<file path="config.mk">
export PLATFORM = sky130hd
export DESIGN_NAME = fpu_issue
export DESIGN_NICKNAME = d
export VERILOG_FILES = /design/src/rtl/fpu_issue.sv
export SDC_FILE = /design/constraint.sdc
export NUM_CORES = 1
export LEC_CHECK = 0
export BUFFER_PORTS_ARGS = -buffer_cell sky130_fd_sc_hd__buf_2
export CAP_MARGIN = 20
export CELL_PAD_IN_SITES_DETAIL_PLACEMENT = 0
export CELL_PAD_IN_SITES_GLOBAL_PLACEMENT = 1
export CORE_MARGIN = 2
export CORE_UTILIZATION = 45
export CTS_BUF_LIST = sky130_fd_sc_hd__clkbuf_4 sky130_fd_sc_hd__clkbuf_8
export CTS_CLUSTER_SIZE = 8
export DETAILED_ROUTE_END_ITERATION = 8
export MAX_ROUTING_LAYER = met4
export PLACE_DENSITY_LB_ADDON = 0.12
export SLEW_MARGIN = 20
export SYNTH_ARGS = -nofsm -noshare
export SYNTH_HDL_FRONTEND = slang
export SYNTH_SLANG_ARGS = --single-unit
</file>
<file path="constraint.sdc">
create_clock -name clk -period 14.01 [get_ports clk]
set_input_delay 3.5025 -clock clk [delete_from_list [all_inputs] [get_ports clk]]
set_output_delay 3.5025 -clock clk [all_outputs]
set_load 0.01 [all_outputs]
</file>
<file path="src/rtl/fpu_issue.sv">
// FPU issue stage: decodes MIPS COP1 instructions and holds them
// in an output register, stalling on RAW/WAW hazards via a scoreboard.
package fpu_pkg;
    typedef enum logic [3:0] {
        FPU_OP_INVALID,
        FPU_OP_LW,
        FPU_OP_SW,
        FPU_OP_MFC,
        FPU_OP_CFC,
        FPU_OP_MTC,
        FPU_OP_CTC,
        FPU_OP_ADD,
        FPU_OP_SUB,
        FPU_OP_MUL
    } FPUOper_t;

    typedef logic [31:0] Inst_t;
endpackage

module fpu_issue
    import fpu_pkg::*;
#(
    parameter int FPR_NUM      = 32,
    parameter int LAT_MEM      = 2,
    parameter int LAT_ARITH    = 4,
    parameter int ENABLE_ARITH = 1
) (
    input  logic       clk,
    input  logic       rst,
    input  logic       inst_valid,
    input  Inst_t      inst,
    output logic       inst_ready,
    input  logic       flush,
    output logic       issue_valid,
    input  logic       issue_ready,
    output FPUOper_t   issue_op,
    output logic [4:0] issue_raddr1,
    output logic [4:0] issue_raddr2,
    output logic       issue_we,
    output logic [4:0] issue_waddr
);
    localparam int LAT_MAX = (LAT_MEM > LAT_ARITH) ? LAT_MEM : LAT_ARITH;
    localparam int CW      = $clog2(LAT_MAX + 1);

    logic [CW-1:0] cnt [FPR_NUM];

    logic [5:0] opc;
    logic [4:0] rs, ft, fs, fd;
    logic [5:0] funct;

    FPUOper_t      d_op;
    logic [4:0]    d_r1, d_r2, d_wa;
    logic          d_u1, d_u2, d_we;
    logic [CW-1:0] d_lat;

    logic hazard;
    logic accept;

    assign opc   = inst[31:26];
    assign rs    = inst[25:21];
    assign ft    = inst[20:16];
    assign fs    = inst[15:11];
    assign fd    = inst[10:6];
    assign funct = inst[5:0];

    function automatic logic pending(input logic [4:0] a);
        return (int'(a) < FPR_NUM) && (cnt[a] != '0);
    endfunction

    // Decode the offered word into operation, operands and use flags
    always_comb begin
        d_op  = FPU_OP_INVALID;
        d_r1  = '0;
        d_r2  = '0;
        d_wa  = '0;
        d_u1  = 1'b0;
        d_u2  = 1'b0;
        d_we  = 1'b0;
        d_lat = CW'(LAT_MEM);
        case (opc)
            6'b110001: begin
                d_op = FPU_OP_LW;
                d_wa = ft;
                d_we = 1'b1;
            end
            6'b111001: begin
                d_op = FPU_OP_SW;
                d_r1 = ft;
                d_u1 = 1'b1;
            end
            6'b010001: begin
                case (rs)
                    5'b00000: begin
                        d_op = FPU_OP_MFC;
                        d_r2 = fs;
                        d_u2 = 1'b1;
                    end
                    5'b00010: begin
                        d_op = FPU_OP_CFC;
                        d_r2 = fs;
                        d_u2 = 1'b1;
                    end
                    5'b00100: begin
                        d_op = FPU_OP_MTC;
                        d_wa = fs;
                        d_we = 1'b1;
                    end
                    5'b00110: begin
                        d_op = FPU_OP_CTC;
                        d_wa = fs;
                        d_we = 1'b1;
                    end
                    5'b10000: begin
                        if (ENABLE_ARITH != 0 && funct <= 6'd2) begin
                            case (funct)
                                6'd0:    d_op = FPU_OP_ADD;
                                6'd1:    d_op = FPU_OP_SUB;
                                default: d_op = FPU_OP_MUL;
                            endcase
                            d_r1  = fs;
                            d_r2  = ft;
                            d_wa  = fd;
                            d_u1  = 1'b1;
                            d_u2  = 1'b1;
                            d_we  = 1'b1;
                            d_lat = CW'(LAT_ARITH);
                        end
                    end
                    default: ;
                endcase
            end
            default: ;
        endcase
    end

    // Stall when a used source or the destination is still in flight
    always_comb begin
        hazard = (d_u1 && pending(d_r1)) ||
                 (d_u2 && pending(d_r2)) ||
                 (d_we && pending(d_wa));
    end

    assign inst_ready = !rst && !flush && !hazard &&
                        (!issue_valid || issue_ready);
    assign accept     = inst_valid && inst_ready;

    // Scoreboard: load latency on accepted writer, otherwise count down
    always_ff @(posedge clk or posedge rst) begin
        if (rst) begin
            for (int i = 0; i < FPR_NUM; i++) cnt[i] <= '0;
        end else if (flush) begin
            for (int i = 0; i < FPR_NUM; i++) cnt[i] <= '0;
        end else begin
            for (int i = 0; i < FPR_NUM; i++) begin
                if (accept && d_we && d_wa == 5'(i)) cnt[i] <= d_lat;
                else if (cnt[i] != '0) cnt[i] <= cnt[i] - CW'(1);
            end
        end
    end

    // Output register with valid/ready handshake
    always_ff @(posedge clk or posedge rst) begin
        if (rst) begin
            issue_valid  <= 1'b0;
            issue_op     <= FPU_OP_INVALID;
            issue_raddr1 <= '0;
            issue_raddr2 <= '0;
            issue_we     <= 1'b0;
            issue_waddr  <= '0;
        end else if (flush) begin
            issue_valid <= 1'b0;
        end else if (accept) begin
            issue_valid  <= 1'b1;
            issue_op     <= d_op;
            issue_raddr1 <= d_r1;
            issue_raddr2 <= d_r2;
            issue_we     <= d_we;
            issue_waddr  <= d_wa;
        end else if (issue_ready) begin
            issue_valid <= 1'b0;
        end
    end
endmodule

</file>
# ---- Yosys cells after proc, flatten, opt, wreduce, memory -nomap -nowiden
# Index checks and enable logic that the tools add are counted.
# Widths: inputs -> output; s select.
dict set report totals {
  register_bits 117
  input_bits 37
  out_inout_bits 22
  elab_cells 338
}
dict set report classes {
  n_mux 100
  order_cmp 4
  reduce_logical 121
  n_eq_ne 39
  addsub 32
  n_bitwise 4
}
# op count
set op_table {}
lappend op_table {{$mux 3} 73}
lappend op_table {{$reduce_bool 3->1} 68}
lappend op_table {{$mux 96} 1}
lappend op_table {{$sub 3x1->3 const B} 32}
lappend op_table {{$eq 5x5->1 const B} 17}
lappend op_table {{$bmux 3 s5} 3}
lappend op_table {{$eq 5x4->1 const B} 8}
lappend op_table {{$logic_and 1x1->1} 40}
lappend op_table {{$pmux 5 s2} 4}
lappend op_table {{$eq 5x3->1 const B} 6}
lappend op_table {{$mux 5} 5}
lappend op_table {{$pmux 4 s5} 1}
lappend op_table {{$ge 6x6->1 const B} 3}
lappend op_table {{$not 5->6} 3}
lappend op_table {{$eq 5x2->1 const B} 3}
lappend op_table {{$eq 6x6->1 const B} 2}
lappend op_table {{$pmux 4 s3} 1}
lappend op_table {{$logic_not 5->1} 2}
lappend op_table {{$pmux 1 s2} 4}
lappend op_table {{$pmux 4 s2} 1}
lappend op_table {{$eq 6x1->1 const B} 1}
lappend op_table {{$eq 6x5->1 const B} 1}
lappend op_table {{$le 6x2->1 const B} 1}
lappend op_table {{$logic_not 6->1} 1}
lappend op_table {{other kinds (8)} 19}

# ---- Longest topological paths before layout
# Gate-level depths: netlist (run 1).
dict set report logic_depth {
  ltp_word 20
  mapped_depth 18
  mapped_depth_nobuf 11
}

# ---- Least setup slack after synthesis (run 1)
# Ideal clock, no wire load.
dict set report synth_path {
  kind {input-to-output}
  startpoint {input port inst[23]}
  endpoint {output port inst_ready}
  setup_slack_ns 3.932
  cell_stages 14
  t_required_ns 10.507
  path_buffers 5
  t_arrival_ns 6.575
  path_cell_list {buf_2 > nor4b_1 > a32o_1 > clkbuf_1 > o21ai_0 > o211ai_1 > a21oi_1 > nor4_1 > nor4_4 > o21ai_1 > buf_2 > buf_6 > clkbuf_1 > inv_1}
}
dict set report synth_between {
  elab_chain_len 15
  elab_cells_between_ends 42
  cone_classes {eq/ne: 4; mux: 21; bitwise: 3; reduce/logical: 14}
}
# element line_no
set synth_lines {}
lappend synth_lines {{start, declared} 31} ;# input Inst_t inst,
lappend synth_lines {{$eq 5x2->1 / $logic_not 5->1 (equally long branches)} 92} ;# case (rs)
lappend synth_lines {{$reduce_or 2->1 (no source line)} n/a}
lappend synth_lines {{$pmux 5 s2} 92}
lappend synth_lines {{$mux 5} 80} ;# case (opc)
lappend synth_lines {{$not 5->6 (implied by the code)} 67} ;# return (int'(a) < FPR_NUM) && (cnt[a] != '0);
lappend synth_lines {{$bmux 3 s5} 67}
lappend synth_lines {{$mux 3 (implied by the code) (2 in series)} 67}
lappend synth_lines {{$reduce_bool 3->1} 67}
lappend synth_lines {{$logic_and 1x1->1} 139} ;# (d_u2 && pending(d_r2)) ||
lappend synth_lines {{$logic_or 1x1->1} 138} ;# hazard = (d_u1 && pending(d_r1)) ||
lappend synth_lines {{$logic_or 1x1->1 (*)} 139}
lappend synth_lines {{$logic_not 1->1 (*)} 143} ;# assign inst_ready = !rst && !flush && !hazard &&
lappend synth_lines {{$logic_and 1x1->1 (*) (2 in series)} 143}
lappend synth_lines {{end, declared} 32} ;# output logic inst_ready,
# Every way passes the cells marked *; elsewhere a longest branch is shown, timed or not. The select of a mux whose other input is x is not followed.

# ---- Final worst setup path (run 1)
dict set report layout_path {
  startpoint {input port inst[28]}
  endpoint {output port inst_ready}
}
dict set report layout_between {
  elab_chain_len 13
  elab_cells_between_ends 32
  cone_classes {eq/ne: 3; mux: 15; bitwise: 3; reduce/logical: 11}
}
# element line_no
set layout_lines {}
lappend layout_lines {{$eq 6x5->1 / $eq 6x6->1 (equally long branches)} 80}
lappend layout_lines {{$pmux 5 s2 / $mux 5 (equally long branches)} 80}
lappend layout_lines {{$not 5->6 (implied by the code)} 67}
lappend layout_lines {{$bmux 3 s5} 67}
lappend layout_lines {{$mux 3 (implied by the code) (2 in series)} 67}
lappend layout_lines {{$reduce_bool 3->1} 67}
lappend layout_lines {{$logic_and 1x1->1 (on tied branches)} {138, 139}}
lappend layout_lines {{$logic_or 1x1->1} 138}
lappend layout_lines {{$logic_or 1x1->1 (*)} 139}
lappend layout_lines {{$logic_not 1->1 (*)} 143}
lappend layout_lines {{$logic_and 1x1->1 (*) (2 in series)} 143}
# Marks and branches as above.

==> out/results.ini, run 1 <==
[status]
status=finished with violations
failed_checks=design-rule violations

[yosys]
synthCells=1129
avgSynthCellArea_sq_um=8.24
ys_seq_area_share_pct=31.5
syn_area_sq_um=9300
async_flop_share_pct=100
ys_ff_latch=117
synth_cell_type_count=74
synth_edf_count=0
ys_warn_count=0
synth_nets=1230
ys.flop_type=dfrtp_1

[global_routing]
grt_pass1_vias=8392
grt_max_degree=47
track_usage_pct=30.1
antenna_found_initial=1
gr-total-overflow=0
grt_pass1_wl_um=48500

[worst_setup_path]
crit_type=input pin to output pin
crit_buf_inv=5
endpoint_kind=output pin
reg2reg_to=issue_we$_DFFE_PP0P_
crit_path_start_kind=input pin
cp_data_required_time_ns=10.51
r2r-start=cnt[66]$_DFFE_PP0P_
critPathSlowestCell=a32o_1
rrSetupSlack_ns=9.72
crit_path_max_incr_delay_ns=0.87
cp_data_arrival_time_ns=7.67
worstRegToRegCells=12
worst-path-max-fanout=29
critPathTopFamily=compound AO/OA/AOI/OAI gates
cp-startpoint=inst[28]
crit_chain=buf_2 -> nor2_1 -> and2_1 -> a32o_1 -> nor2_1 -> buf_4 -> o311ai_0 -> a21oi_1 -> o41ai_2 -> o21ai_2 -> buf_4 -> inv_1 -> buf_2

[drt]
num_vias=8812
drt_iter0_markers=784
ant_nets=0
totalWireLength_um=31400
drc=1
drtPass1Iterations=8
wl_per_cell_um=21.7
via_per_inst=6.09

[clocking]
cts.sinks=117
cts_hold_buf=0
post_cts_buffers=0
numCtsBuffers=17
cts_buffer_depth=2
clk_pin_slew_worst_paths_ns=0.07
clk_latency_ns=0.48
cts_resized=0
h-tree-depth=4
cts_tree=done
clockRootBuffer=clkbuf_8

[pwr]
p_per_area_nw_per_um2=194
peakVddDrop_mv=0.0990
power.total_w=0.00200
p_leak_nw=4.51

[timing]
finClkSkew_ns=0.0158
rsz0062_at_grt=no
final.setup.tns_ns=0
fin_crit_ns=11.17
worstMarginPinSlew_ns=0.934
slew_violations=0
whs_ns=0.506
final.setup.worst_slack_ns=2.84
hold_viol_final=0
max_freq_mhz=89.5
min_period_over_period_pct=79.8
setup-violations-final=0
slew_headroom_pct=37.7

[placement]
dp_hpwl_um=23300
place_congestion=0.976
place_ws_ns=3.00
portBuffers=58
place_area_sq_um=9810

[min_path]
hold_path_class=register to register
holdPathEnd=issue_raddr2[0]$_DFFE_PP0P_
worstHoldStart=issue_raddr2[0]$_DFFE_PP0P_
holdPathStages=1

[floorplan]
io_pins=59
core_area_sq_um=20200
die_h_um=148
initial_utilization_pct=46.0
die_area_sq_um=21800
fp.dieW_um=148
fp-row-count=52

[finish]
fillCellCount=1993
diodes=0
final_layout_size_suffix_gt1_share_pct=16.8
final_area_sq_um=10300
syn_to_final_growth_pct=10.8
layout.nets=1266

[job]
drv_cap=0

[cell usage in the layout (no fill, tap or decap), types with 21 or more instances in the layout]
cell type	Yosys	routed
o21ai_0	48	48
xor2_1	21	21
nor2_1	136	135
nand3_1	27	27
dfrtp_1	117	117
nor3_1	59	59
a21oi_1	80	79
o211ai_1	29	29
nand2_1	81	81
ha_1	64	64
inv_1	100	99
mux2_2	59	59
buf_2	12	58
[worst register-to-register path, cell delays in order (launching register included)]
cell,delay (ns)
dfrtp_1,0.43
or3_1,0.54
a31oi_1,0.19
o21ai_0,0.11
o211ai_1,0.12
a21oi_1,0.10
o21a_1,0.18
nor3_1,0.40
a21boi_0,0.56
o21ai_2,0.10
buf_4,0.26
nor2_2,0.77
mux2_2,0.42
[Yosys cell counts, drive strengths merged (5+ instances only)]
| master | count | area share (%) |
|---|---|---|
| nor4 | 26 | 2.3 |
| clkbuf | 39 | 1.6 |
| a21o | 8 | 0.65 |
| a32o | 9 | 0.97 |
| inv | 100 | 4.0 |
| a211oi | 12 | 0.97 |
| mux2 | 63 | 7.6 |
| nor3 | 59 | 3.2 |
| dfrtp | 117 | 31 |
| or4 | 14 | 1.5 |
| nor2 | 139 | 5.7 |
| a31oi | 9 | 0.61 |
| nand2 | 82 | 3.3 |
| buf | 19 | 1.3 |
| or3 | 6 | 0.40 |
| o211ai | 29 | 2.3 |
| and2 | 7 | 0.47 |
| a32oi | 5 | 0.47 |
| o21ai | 50 | 2.7 |
| and3 | 19 | 1.3 |
| nand3 | 27 | 1.5 |
| nor2b | 8 | 0.54 |
| nand4 | 11 | 0.74 |
| a31o | 5 | 0.47 |
| xor2 | 21 | 2.0 |
| o21a | 5 | 0.40 |
| o31ai | 8 | 0.65 |
| a21oi | 81 | 4.4 |
| o22ai | 11 | 0.74 |
| o311ai | 6 | 0.56 |
| xnor2 | 12 | 1.1 |
| ha | 64 | 8.6 |
[routing by layer]
layer	part of all wire [%]	GRT usage, %	vias up
met3	6.5	5.12	65
met5	0	-	-
met1	44	40.1	4232
li1	-	-	4167
met4	3.1	10.6	0
met2	46	46.6	348
[logic make-up (layout without fill, tap and decap cells)]
group                      after synthesis  count (layout)  share of synthesized area, %
adders and majority gates               64              64                          8.61
DFF                                    117             117                          31.5
xor gates and xnor gates                33              33                          3.11
AOI/OAI and AO/OA                      279             279                          19.9
and+or+nand+nor                        410             410                          21.9
muxes                                   67              67                          8.06
buffers and inverters                  159             208                          6.90
[through the flow]
| step | cells | utilization (%) |
|---|---|---|
| after floorplan | 1129 | - |
| after global placement | 1416 | 48.5 |
| after detailed placement | 1416 | 48.5 |
| after CTS | 1448 | 51.0 |
| after global routing | 1448 | 51.0 |
| final | 1448 | 51.0 |
[final cells by class]
cell class	instances	area (sq um)	area share [%]
Sequential cell	117	2930	28.4
Tap cell	270	338	3.28
Inverter	101	382	3.70
Multi-Input combinational cell	853	5740	55.7
Clock buffer	19	262	2.54
Clock inverter	13	241	2.34
Timing Repair Buffer	75	418	4.05
[registers in the layout (all words and copies together) (netlist names)]
name and count:
cnt 96, issue_op 4, issue_raddr1 5, issue_raddr2 5, issue_valid 1, issue_waddr 5, issue_we 1
[power by group]
group	internal, W	total [W]	switching (W)
logic	0.000446	0.00103	0.000583
clock network	0.000243	0.000410	0.000167
registers	0.000454	0.000562	0.000108
total	0.00114	0.00200	0.000857
[worst max path at each step]
stage | endpoint | slack, ns | cells past startpoint
final | inst_ready | 2.84 | 13
after global routing | inst_ready | 2.62 | 13
after CTS | inst_ready | 2.96 | 13
after detailed placement | inst_ready | 3.00 | 13
after global placement | inst_ready | 3.07 | 13
after floorplan | inst_ready | 3.93 | 14
No activity file was read; power rests on OpenSTA's default activity.
==> run 2: changes to the inputs <==
Clock period 14.01 ns to 10.7 ns, I/O delays scaled along.
==> out/results.ini, run 2 (same netlist as run 1, synthesis figures left out) <==
[pwr]
p_leak_nw=4.42
p_per_area_nw_per_um2=248
power.total_w=0.00252
peakVddDrop_mv=0.114

[drt]
wl_met3_um=2250
drc=0
ant_nets=0
wl_met1_um=14200
route.met2.wl_um=14300
via_per_inst=6.12
drt_iter0_markers=760
wl_per_cell_um=22.2
totalWireLength_um=32000
top_layer=met4
drtPass1Iterations=5
num_vias=8841

[global_routing]
grt_pass1_vias=8295
grt_pass1_wl_um=49300
grt_max_degree=62
gr-total-overflow=0
track_usage_pct=30.8
antenna_found_initial=1

[timing]
worstMarginPinSlew_ns=1.10
min_period_over_period_pct=84.1
final.setup.tns_ns=0
finClkSkew_ns=0.0211
rsz0062_at_grt=no
fin_crit_ns=9.00
max_freq_mhz=111
setup-violations-final=0
slew_violations=0
slew_headroom_pct=26.3
hold_viol_final=0

[placement]
place_area_sq_um=9780
portBuffers=58
place_congestion=0.955
dp_hpwl_um=24100

[worst_setup_path]
crit_chain=buf_2 -> or3_1 -> nor4_4 -> and2_1 -> a21o_1 -> o221ai_1 -> a21oi_1 -> nor4_1 -> nor4_4 -> o21ai_2 -> inv_1 -> buf_2
critPathSlowestCell=or3_1
crit_path_max_incr_delay_ns=0.66
crit_path_start_kind=input pin
cp_data_arrival_time_ns=6.32
worst-path-max-fanout=15
cp_data_required_time_ns=8.03
endpoint_kind=output pin
crit_type=input pin to output pin

[floorplan]
io_pins=59
die_area_sq_um=21800
core_area_sq_um=20200
die_h_um=148
fp-row-count=52
initial_utilization_pct=46.0
fp.dieW_um=148

[finish]
top_register=cnt
largest_reg_flops=96
fillCellCount=1991
final_common_cell=nor2_1
syn_to_final_growth_pct=9.29
final_layout_size_suffix_gt1_share_pct=16.6
layout.nets=1262
final_area_sq_um=10200
most-common-layout-cells=nor2_1 (134), dfrtp_1 (117), inv_1 (99)

[clocking]
clockRootBuffer=clkbuf_8
post_cts_buffers=0
numCtsBuffers=17
clk_pin_slew_worst_paths_ns=0.09
cts_tree=done
cts_resized=0
cts_buffer_depth=2
clk_latency_ns=0.47
h-tree-depth=4
cts.sinks=117
cts_hold_buf=0

[job]
drv_cap=0

[min_path]
hold_path_class=register to register

[status]
status=completed

run 2: routing by layer:
metal	up-vias	track usage [%]
li1	4168	-
met1	4246	40.4
met2	347	46.2
met3	80	6.73
met4	0	12.4
met5	-	-
run 2: cell type report:
class                           count  area (sq um)  share of cell area, %
Antenna cell                        1          2.50                 0.0246
Clock buffer                       17           234                   2.30
Clock inverter                     14           145                   1.43
Inverter                          101           382                   3.75
Multi-Input combinational cell    853          5750                   56.6
Sequential cell                   117          2930                   28.8
Tap cell                          270           338                   3.32
Timing Repair Buffer               71           388                   3.81
run 2: stage by stage:
step | std cells | hold WS [ns] | util [%] | setup WS (ns)
after floorplan | 1129 | 0.546 | - | 2.28
after detailed placement | 1412 | 0.491 | 48.3 | 1.68
after CTS | 1443 | 0.511 | 50.2 | 1.65
final | 1444 | 0.508 | 50.2 | 1.70
after global routing | 1444 | 0.528 | 50.2 | 1.43
after global placement | 1412 | 0.486 | 48.3 | 1.76
run 2: report_power, final:
part	internal, W	switching, W
registers	0.000595	0.000147
clock network	0.000189	0.000226
logic	0.000584	0.000781
run 2: worst max-delay path, delay by kind of cell:
family                 cells  cell delay, ns
AO/OA/AOI/OAI              4            1.13
buffers and inverters      3            0.34
AND/OR/NAND/NOR            5            2.17
run 2: final timing paths:
check                                       startpoint  slack, ns  cells after the start                          end
min                        issue_raddr2[4]$_DFFE_PP0P_       0.51                      1  issue_raddr2[4]$_DFFE_PP0P_
min in group asynchronous                          rst       2.35                      2  issue_raddr2[1]$_DFFE_PP0P_
max                                           inst[21]       1.70                     12                   inst_ready
min reg2reg                issue_raddr2[4]$_DFFE_PP0P_       0.51                      1  issue_raddr2[4]$_DFFE_PP0P_
max reg2reg                        cnt[81]$_DFFE_PP0P_       6.39                     11          cnt[74]$_DFFE_PP0P_
max in group asynchronous                          rst       7.06                      3          cnt[72]$_DFFE_PP0P_
